### src/rtl/fw_coef_streamer.sv
// Coefficient ROM reader: walks [base_addr, base_addr+num_words) and serialises each word LSB-first
// onto a valid/ready beat stream. Define FW_PREFETCH_EN to remove the per-word LOAD bubble.
module fw_coef_streamer #(
  parameter int unsigned WIDTH_A = 12,
  parameter int unsigned WORD_W  = 80,
  parameter int unsigned DEPTH   = 120,
  parameter int unsigned BEAT_W  = 16
) (
  input  logic               clk,
  input  logic               rst_n,
  input  logic               start,
  input  logic [WIDTH_A-1:0] base_addr,
  input  logic [WIDTH_A-1:0] num_words,
  output logic [WIDTH_A-1:0] rom_addr,
  input  logic [WORD_W-1:0]  rom_coef,
  output logic               m_valid,
  output logic [BEAT_W-1:0]  m_data,
  output logic               m_last,
  input  logic               m_ready,
  output logic               busy,
  output logic               done,
  output logic               err
);

  localparam int unsigned     BEATS     = WORD_W / BEAT_W;
  localparam int unsigned     BCW       = (BEATS > 1) ? $clog2(BEATS) : 1;
  localparam logic [BCW-1:0]  LAST_BEAT = BCW'(BEATS - 1);
  localparam logic [WIDTH_A:0] DEPTH_X  = (WIDTH_A + 1)'(DEPTH);

  typedef enum logic [1:0] {S_IDLE, S_LOAD, S_SEND, S_FIN} state_t;

  state_t             state_q, state_d;
  logic [WIDTH_A-1:0] cur_q, rem_q, rom_addr_q;
  logic [WORD_W-1:0]  shreg_q;
  logic [BCW-1:0]     beat_q;
  logic               err_q, err_d;
  logic               accept, hs, word_end, more_words;
  logic [WIDTH_A:0]   range_end;

  assign range_end  = {1'b0, base_addr} + {1'b0, num_words};
  assign hs         = (state_q == S_SEND) && m_ready;
  assign word_end   = hs && (beat_q == LAST_BEAT);
  assign more_words = (rem_q != WIDTH_A'(1));
  assign accept     = start && (num_words != '0) && (range_end <= DEPTH_X);

  assign m_valid = (state_q == S_SEND);
  assign m_data  = (state_q == S_SEND) ? shreg_q[BEAT_W-1:0] : '0;
  assign m_last  = (state_q == S_SEND) && !more_words && (beat_q == LAST_BEAT);
  assign busy    = (state_q != S_IDLE);
  assign done    = (state_q == S_FIN);
  assign err     = err_q;

  always_ff @(posedge clk or negedge rst_n) begin
    if (!rst_n) state_q <= S_IDLE;
    else        state_q <= state_d;
  end

  always_comb begin
    state_d  = state_q;
    rom_addr = rom_addr_q;
    err_d    = 1'b0;
    case (state_q)
      S_IDLE: begin
        if (start) begin
          if (num_words == '0)        state_d = S_FIN;
          else if (range_end > DEPTH_X) err_d = 1'b1;
          else                        state_d = S_LOAD;
        end
      end
      S_LOAD: begin
        rom_addr = cur_q;
        state_d  = S_SEND;
      end
      S_SEND: begin
        if (word_end) begin
          if (!more_words) begin
            state_d = S_FIN;
          end else begin
`ifdef FW_PREFETCH_EN
            // next word is fetched in the final-beat cycle so the stream never bubbles
            rom_addr = cur_q + WIDTH_A'(1);
            state_d  = S_SEND;
`else
            state_d  = S_LOAD;
`endif
          end
        end
      end
      S_FIN:   state_d = S_IDLE;
      default: state_d = S_IDLE;
    endcase
  end

  always_ff @(posedge clk or negedge rst_n) begin
    if (!rst_n) begin
      cur_q      <= '0;
      rem_q      <= '0;
      rom_addr_q <= '0;
      shreg_q    <= '0;
      beat_q     <= '0;
      err_q      <= 1'b0;
    end else begin
      rom_addr_q <= rom_addr;
      err_q      <= err_d;
      case (state_q)
        S_IDLE: begin
          if (accept) begin
            cur_q <= base_addr;
            rem_q <= num_words;
          end
        end
        S_LOAD: begin
          shreg_q <= rom_coef;
          beat_q  <= '0;
        end
        S_SEND: begin
          if (hs) begin
            shreg_q <= shreg_q >> BEAT_W;
            beat_q  <= beat_q + BCW'(1);
            if (word_end) begin
              rem_q  <= rem_q - WIDTH_A'(1);
              beat_q <= '0;
              if (more_words) begin
                cur_q <= cur_q + WIDTH_A'(1);
`ifdef FW_PREFETCH_EN
                shreg_q <= rom_coef;
`endif
              end
            end
          end
        end
        default: ;
      endcase
    end
  end

endmodule

### config.mk
export PLATFORM = sky130hd
export DESIGN_NAME = fw_coef_streamer
export DESIGN_NICKNAME = d
export VERILOG_FILES = /design/src/rtl/fw_coef_streamer.sv
export SDC_FILE = /design/constraint.sdc
export NUM_CORES = 1
export LEC_CHECK = 0
export BUFFER_PORTS_ARGS = -buffer_cell sky130_fd_sc_hd__buf_4
export CORE_UTILIZATION = 40
export DETAILED_ROUTE_END_ITERATION = 10
export PLACE_DENSITY = 0.61
export SYNTH_ARGS = -nofsm -noshare
export SYNTH_HDL_FRONTEND = slang
export SYNTH_SLANG_ARGS = --single-unit
### constraint.sdc
create_clock -name clk -period 2.3 [get_ports clk]
set_input_delay 0.115 -clock clk [delete_from_list [all_inputs] [get_ports clk]]
set_output_delay 0.115 -clock clk [all_outputs]
set_load 0.02 [all_outputs]
# --- After elaboration in Yosys (flattened, before gate mapping) ---
# Index checks and enable logic that the tools add are counted.
totals:
  reg_bits: 122
  latchBits: 0
  ram_bits: 0
  rom_bits: 0
  in_bits: 108
  out_inout_bits: 33
  wordCells: 67
  memories: 0
classes:
  n_addsub: 4
  n_mul: 0
  div: 0
  n_lt_le_gt_ge: 2
  eq_ne: 11
  shifts: 0
  muxes: 26
  n_bitwise: 0
  reduce_logical: 17
ops:
  columns: ["op", "count"]
  rows:
  - ["80-bit case mux with 2 select lines", 1]
  - ["12-bit 2-to-1 mux", 8]
  - ["80-bit 2-to-1 mux", 1]
  - ["12-bit case mux with 2 select lines", 2]
  - ["16-bit 2-to-1 mux", 1]
  - ["12-bit by 12-bit adder with 13-bit output", 1]
  - ["13-bit by 7-bit greater-than comparator with 1-bit output (second input constant)", 1]
  - ["13-bit by 7-bit <= comparator with 1-bit output (second input constant)", 1]
  - ["12-bit by 1-bit adder with 12-bit output (second input constant)", 1]
  - ["12-bit zero test", 1]
  - ["12-bit by 1-bit != test with 1-bit output (second input constant)", 1]
  - ["12-bit nonzero test", 1]
  - ["12-bit by 1-bit subtractor with 12-bit output (second input constant)", 1]
  - ["2-bit 2-to-1 mux", 5]
  - ["2-bit case mux with 4 select lines", 1]
  - ["1-bit logical AND", 6]
  - ["3-bit 2-to-1 mux", 2]
  - ["2-bit by 1-bit != test with 1-bit output (second input constant)", 3]
  - ["3-bit case mux with 2 select lines", 1]
  - ["2-bit nonzero test", 3]
  - ["5-bit AND reduction", 1]
  - ["2-bit equality test (second input constant)", 2]
  - ["1-bit 2-to-1 mux", 4]
  - ["2-bit != test (second input constant)", 2]
  - ["9 further kinds", 9]

# --- Longest topological paths before layout ---
# Gate-level depths: netlist (run 1).
depth:
  depth_word: 6
  ltp_mapped: 11
  depth_no_buf: 10

# --- Least setup slack after synthesis (run 1) ---
# OpenSTA, ideal clock, no wires.
synth_timing:
  path_type: "in2reg"
  start: "input port base_addr[0]"
  end: "register cur_q[10]"
  setup_time_ps: 124
  arrival_time_ps: 2397
  required_time_ps: 2176
  path_slack_ps: -221
  path_stages: 11
  n_path_buf: 1
  path_cell_list: "ha_1 > fa_1 > a21o_1 > nand4_1 > nand3_1 > a31oi_1 > mux2i_1 > nand4_4 > and2_1 > buf_6 > a211o_1"
synth_via:
  elab_chain_cells: 5
synth_rtl:
  columns: ["element", "line", "rtl"]
  rows:
  - ["from (decl)", "12", "input logic [WIDTH_A-1:0] base_addr,"]
  - ["12-bit by 12-bit adder with 13-bit output", "40", "assign range_end = {1'b0, base_addr} + {1'b0, num_words};"]
  - ["13-bit by 7-bit <= comparator with 1-bit output", "44", "assign accept = start && (num_words != '0) && (range_end <= DEPTH_X);"]
  - ["1-bit logical AND", "44", null]
  - ["2-bit != test (no line)", null, null]
  - ["5-bit AND reduction (no line)", null, null]
  - ["to (signal assigned)", "108", "cur_q <= base_addr;"]
  - ["to (signal assigned)", "124", "cur_q <= cur_q + WIDTH_A'(1);"]
  - ["to (decl)", "33", "logic [WIDTH_A-1:0] cur_q, rem_q, rom_addr_q;"]
# Every way passes these cells.
# A chain may end at the register's enable or synchronous reset.

# --- Final worst setup path (run 1) ---
layout_timing:
  start: "register rem_q[7]"
  end: "output port m_last"
layout_via:
  elab_chain_cells: 4
layout_rtl:
  columns: ["element", "line", "rtl"]
  rows:
  - ["from (decl)", "33", null]
  - ["from (signal assigned)", "109", "rem_q <= num_words;"]
  - ["from (signal assigned)", "121", "rem_q <= rem_q - WIDTH_A'(1);"]
  - ["12-bit by 1-bit != test with 1-bit output", "43", "assign more_words = (rem_q != WIDTH_A'(1));"]
  - ["1-bit zero test", null, null]
  - ["1-bit logical AND (2 in a row)", "48", "assign m_last = (state_q == S_SEND) && !more_words && (beat_q == LAST_BEAT);"]
  - ["to (decl)", "18", "output logic m_last,"]
# Every way passes these cells.

==> flow_summary.ini, run 1 <==
[die]
dieArea_mm2 = 0.0167
initial_core_util_pct = 40.9
ios = 141
die_x_um = 129
floorplan.rows = 46
core_area_mm2 = 0.0158
die_y_um = 129

[worst_hold_path]
whs_path_depth = 3
hold_path.class = input port to register
hold_end = shreg_q[16]$_DFFE_PN0P_
min_from = rom_coef[16]

[worst_setup_path]
path_class = register to primary output
worstPathCellList = nor4_4, nand2b_1, nor3_4, nand4_1, buf_4, nor2_4, buf_6
slowest_stage = dfrtp_2
critPathMaxFanout = 4
worstPathRequired_ns = 2.18
reg2reg_from = rem_q[7]$_DFFE_PN0P_
ff2ff_path_depth = 8
crit_path_end_kind = primary output
cpPeakStageDelay_ns = 0.43
r2r_end = cur_q[5]$_DFFE_PN0P_
crit_path_start_kind = register
cp.arrival_ns = 2.16
r2r_slack_ns = 0.05

[finish]
fillCellCount = 1377
synthToLayoutAreaGrowth_pct = 46.8
post-route-util_pct = 60.0
seq_area_mm2 = 0.00305
nets = 1023
n_antenna_cell = 0
stdcell_area_mm2 = 0.00949
multi_input_area_mm2 = 0.00328
drive_gt1_share_pct = 30.0

[clock_network]
cts_sinks = 122
cts_tree = built
clock_latency_ns = 0.42
clkSlewWorstSetupHoldPaths_ns = 0.05
root_buffer = clkbuf_16
htreeDepth = 4
clk_path_buf_depth = 2
cts_made_buffers = 17

[synthesis]
yosys_most_used_dff = dfrtp_1
ys_ff_latch = 122
avgSynthCellArea_um2 = 9.95
ys_types = 52
synthesis.area_mm2 = 0.00647
synth-edff-count = 0
syn-num-nets = 776
yosysWarnings = 0
synth-seq-area-share_pct = 47.2
syn_inst = 650
ys_async_sr_fraction_pct = 100

[route]
drc = 0
dr.pass1.iters = 7
routed_wl_um = 18900
ant_nets = 0
wire_per_inst_um = 16.7
vias = 5867
via_per_inst = 5.21
drtIter0Drc = 341

[sta]
rsz0062_at_grt = true
fmax_mhz = 440
final_hold_viol_count = 1
skew_ns = 0.00801
setup_ws_ns = 0.0274
period_needed_ns = 2.27
slew_headroom_pct = 67.3
hold_slack_ns = -0.00251
maxSlewViolCount = 0
timing.final.crit_share_pct = 98.8
setup_viol = 0
worstMarginPinSlew_ns = 0.491

[status]
status = finished, violations left
violations = hold timing

[placed_design]
pre_cts_ws_ns = -0.408
place_congestion = 0.876
dpl.hpwl_um = 13000
numPortBuffers = 140
postPlaceCellArea_mm2 = 0.00816

[power_and_ir_drop]
pwr_density_cell_mw_per_mm2 = 1050
max-vdd-ir-drop_mv = 0.638
power.leakage_nw = 4.36

[global_route]
grt_usage_pct = 23.3
antenna_found_initial = 0
gr-total-overflow = 0
grt_max_degree = 90
grt_pass1_wl_um = 29700
grt_pass1_vias = 5806

[job]
cap_violations = 0
metal layers:
layer / GRT usage [%] / vias up / wire length (µm)
li1: - / 2871 / -
met1: 32.4 / 2827 / 8960
met2: 36.4 / 148 / 8930
met3: 4.29 / 21 / 721
met4: 8.30 / 0 / 248
met5: 0 / - / 0
layout by cell type, fill, tap and decap left out, drive strengths merged, types with 17 or more instances in the layout:
cell type / instances
nand2: 83
a22o: 18
mux2i: 67
and2: 20
buf: 208
o21ai: 78
clkbuf: 21
dlygate4sd3: 58
ha: 17
dfrtp: 122
a21oi: 36
nor2: 28
how the worst max path moves through the flow:
stage | from | endpoint | cells past startpoint
2_1_floorplan | base_addr[0] | cur_q[10]$_DFFE_PN0P_ | 11
4_1_cts | rem_q[6]$_DFFE_PN0P_ | m_last | 7
6_report | rem_q[7]$_DFFE_PN0P_ | m_last | 7
3_5_place_dp | base_addr[0] | rem_q[7]$_DFFE_PN0P_ | 12
3_3_place_gp | base_addr[0] | rem_q[7]$_DFFE_PN0P_ | 12
5_1_grt | rem_q[7]$_DFFE_PN0P_ | m_last | 7
area by class of cell:
| type | count | area share [%] |
|---|---|---|
| Multi-Input combinational cell | 477 | 34.6 |
| Sequential cell | 122 | 32.2 |
| Clock buffer | 20 | 4.60 |
| Tap cell | 216 | 2.85 |
| Clock inverter | 12 | 1.58 |
| Inverter | 12 | 0.501 |
| Timing Repair Buffer | 267 | 23.7 |
registers in the layout (all words and copies together) (netlist names):
register / cells
shreg_q: 80
cur_q: 12
err: 1
rem_q: 12
beat_q: 3
rom_addr_q: 12
state_q: 2
synth_stat cells, types with 10 or more instances:
library cell  instances  share of area, %
dfrtp_1             122                47
nand2_1              83               4.8
o21ai_0              78               6.0
mux2i_1              67                10
a21oi_1              34               2.6
nor2_1               28               1.6
clkbuf_1             24               1.4
and2_1               19               1.8
a22o_1               18               2.4
ha_1                 17               3.3
a31oi_1              16               1.5
nand3_1              16               1.2
inv_1                12              0.70
mux2_2               12               2.1
buf_2                10              0.77
cells by family after synthesis:
logic type	Yosys count	share of synthesized area [%]
simple gates	180	13.2
buf+inv	52	3.68
mux	79	12.5
flops	122	47.2
fa+ha+maj	18	3.60
xor+xnor	7	0.948
compound gates	192	18.9
per-stage QoR:
| stage | cells | setup TNS [ns] | power (mW) |
|---|---|---|---|
| global placement | 1028 | -6.73 | 7.01 |
| floorplan | 650 | -0.318 | 5.85 |
| finish | 1126 | 0 | 9.98 |
| detailed placement | 1028 | -8.01 | 7.14 |
| CTS | 1119 | -0.0159 | 9.93 |
| global route | 1126 | -0.332 | 10.7 |
where the power goes:
part | switching, mW | internal (mW) | leakage [nW]
clock | 0.962 | 1.70 | 0.280
combinational | 1.84 | 1.68 | 2.56
sequential | 0.681 | 3.12 | 1.51
total | 3.48 | 6.50 | 4.36
worst max-delay path, delay by kind of cell, from the launching register on:
kind                   cells  cell delay (ns)
flip-flops                 1             0.43
buffers and inverters      2             0.31
AND/OR/NAND/NOR            5             1.01
timing repair:
item / 4_1_cts / 5_1_grt
pin swaps: 2 / 7
endpoints found under the hold margin: 87 / 0
gates cloned: 0 / 2
hold buffers: 58 / 0
setup buffers: 1 / 5
endpoints found under the setup margin: 14 / 43
gates resized for setup: 3 / 13
(Power assumes the default switching activity.)
==> inputs of run 2 (changes only) <==
--- a/config.mk
+++ b/config.mk
@@ -6,9 +6,9 @@
 export NUM_CORES = 1
 export LEC_CHECK = 0
 export BUFFER_PORTS_ARGS = -buffer_cell sky130_fd_sc_hd__buf_4
-export CORE_UTILIZATION = 40
+export CORE_UTILIZATION = 37
 export DETAILED_ROUTE_END_ITERATION = 10
-export PLACE_DENSITY = 0.61
+export PLACE_DENSITY = 0.57
 export SYNTH_ARGS = -nofsm -noshare
 export SYNTH_HDL_FRONTEND = slang
 export SYNTH_SLANG_ARGS = --single-unit
==> flow_summary.ini, run 2 (same netlist as run 1, synthesis figures left out) <==
[finish]
drive_gt1_share_pct = 28.8
layout_common_cells = buf_4 (188), dfrtp_1 (121), nand2_1 (83)
fillCellCount = 1490
regMostFlops = shreg_q
post-route-util_pct = 55.5
synthToLayoutAreaGrowth_pct = 44.4
final_common_cell = buf_4
n_antenna_cell = 0
stdcell_area_mm2 = 0.00934
fin_cells = 1119
nets = 1012
largest_register_ffs = 80

[power_and_ir_drop]
comb_power_share_pct = 35.1
seq_power_share_pct = 38.9
clkPwrFrac_pct = 26.0
total_power_mw = 9.69
power.leakage_nw = 4.27
power_switching_mw = 3.46
netSwitchingFraction_pct = 35.7
p_int_mw = 6.23
max-vdd-ir-drop_mv = 0.787
pwr_density_cell_mw_per_mm2 = 1040

[sta]
worstMarginPinSlew_ns = 0.692
final.setup.tns_ns = 0
timing.final.crit_share_pct = 98.3
period_needed_ns = 2.26
fmax_mhz = 442
setup_ws_ns = 0.0393
final_hold_viol_count = 0
hold_slack_ns = 0.00589
slew_headroom_pct = 53.8
skew_ns = 0.00896
setup_viol = 0
rsz0062_at_grt = true
maxSlewViolCount = 0

[job]
cap_violations = 0

[worst_setup_path]
worstPathRequired_ns = 2.59
path_class = input port to register
crit_path_start_kind = input port
cp.arrival_ns = 2.55
crit_path_end_kind = register
critPathMaxFanout = 6

[status]
status = completed

[placed_design]
postPlaceCellArea_mm2 = 0.00808
pre_cts_ws_ns = -0.359
dp.cells = 1020
place_congestion = 0.853
dpl.hpwl_um = 12700
numPortBuffers = 140

[route]
drc = 0
ant_nets = 0
dr.pass1.iters = 5
routed_wl_um = 18800
drtIter0Drc = 401
vias = 5741
via_per_inst = 5.13
wire_per_inst_um = 16.8

[clock_network]
clk_path_buf_depth = 2
root_buffer = clkbuf_16
clock_latency_ns = 0.41
cts_tree = built
htreeDepth = 4
clkSlewWorstSetupHoldPaths_ns = 0.05
cts_sinks = 122
cts_made_buffers = 17

[die]
floorplan.rows = 47
initial_core_util_pct = 38.4
core_area_mm2 = 0.0168
die_x_um = 134
die_y_um = 134
dieArea_mm2 = 0.0180
ios = 141

[global_route]
antenna_found_initial = 0
grt_pass1_vias = 5817
grt_usage_pct = 21.6
grt_max_degree = 124
grt.met1_usage_pct = 30.0
grt_pass1_wl_um = 30300
gr-total-overflow = 0
busiest_layer = met2
met2_usage_pct = 33.4
use_met3_pct = 5.10

[worst_hold_path]
hold_path.class = input port to register
## run 2: cell count changes in the layout (fill, tap and decap cells not counted), moves of 2 or more
cell	before	now
dlygate4sd3_1	58	62
clkbuf_1	3	1
clkinvlp_4	3	6
clkinv_2	4	2
nor2_4	2	0
buf_4	200	188
inv_6	0	2
bufinv_16	3	1
## run 2: critical path: stages
cell     delay (ns)
buf_4          0.13
ha_4           0.16
fa_2           0.36
a21o_1         0.20
nand4_1        0.10
nand3_1        0.14
xnor2_1        0.18
or4_4          0.54
nand4_4        0.16
buf_6          0.14
a21oi_1        0.06
a211o_1        0.27
## run 2: power by group through the flow
stage | combinational, mW | sequential, mW | clock, mW
floorplan | 2.28 | 3.58 | 0
detailed placement | 3.28 | 3.78 | 0
finish | 3.40 | 3.77 | 2.52
global route | 3.79 | 3.90 | 2.70
global placement | 3.21 | 3.74 | 0
CTS | 3.38 | 3.76 | 2.59
## run 2: final timing paths
check                                  startpoint                 endpoint  slack [ns]  depth (start not counted)
max reg2reg                  rem_q[6]$_DFFE_PN0P_     cur_q[9]$_DFFE_PN0P_        0.23                         10
max                                  num_words[0]    cur_q[10]$_DFFE_PN0P_        0.04                         12
min reg2reg                shreg_q[4]$_DFFE_PN0P_   shreg_q[4]$_DFFE_PN0P_        0.47                          2
max in group asynchronous                   rst_n     rem_q[6]$_DFFE_PN0P_        1.40                          3
min                                  rom_coef[46]  shreg_q[46]$_DFFE_PN0P_       0.006                          3
min in group asynchronous                   rst_n  shreg_q[18]$_DFFE_PN0P_        0.32                          3
## run 2: repair_timing
item | in CTS | in global routing
hold buffers | 62 | 0
endpoints found under the setup margin | 1 | 19
buffers inserted | 0 | 5
gates cloned | 0 | 0
gates resized for setup | 2 | 7
endpoints found under the hold margin | 183 | 0
pin swaps | 0 | 5
## run 2: area by class of cell
type	instances	area, µm²	area share, %
timing repair buffer	257	2160	23.2
clock buffer	19	443	4.74
clock inverter	13	120	1.29
inverter	12	47.5	0.509
multi-input combinational	476	3240	34.7
tap	220	275	2.95
sequential	122	3050	32.7
## run 2: routing by layer
layer	vias to the layer above	wire, µm
met5	-	0
li1	2832	-
met1	2727	8790
met4	0	278
met3	19	987
met2	163	8740
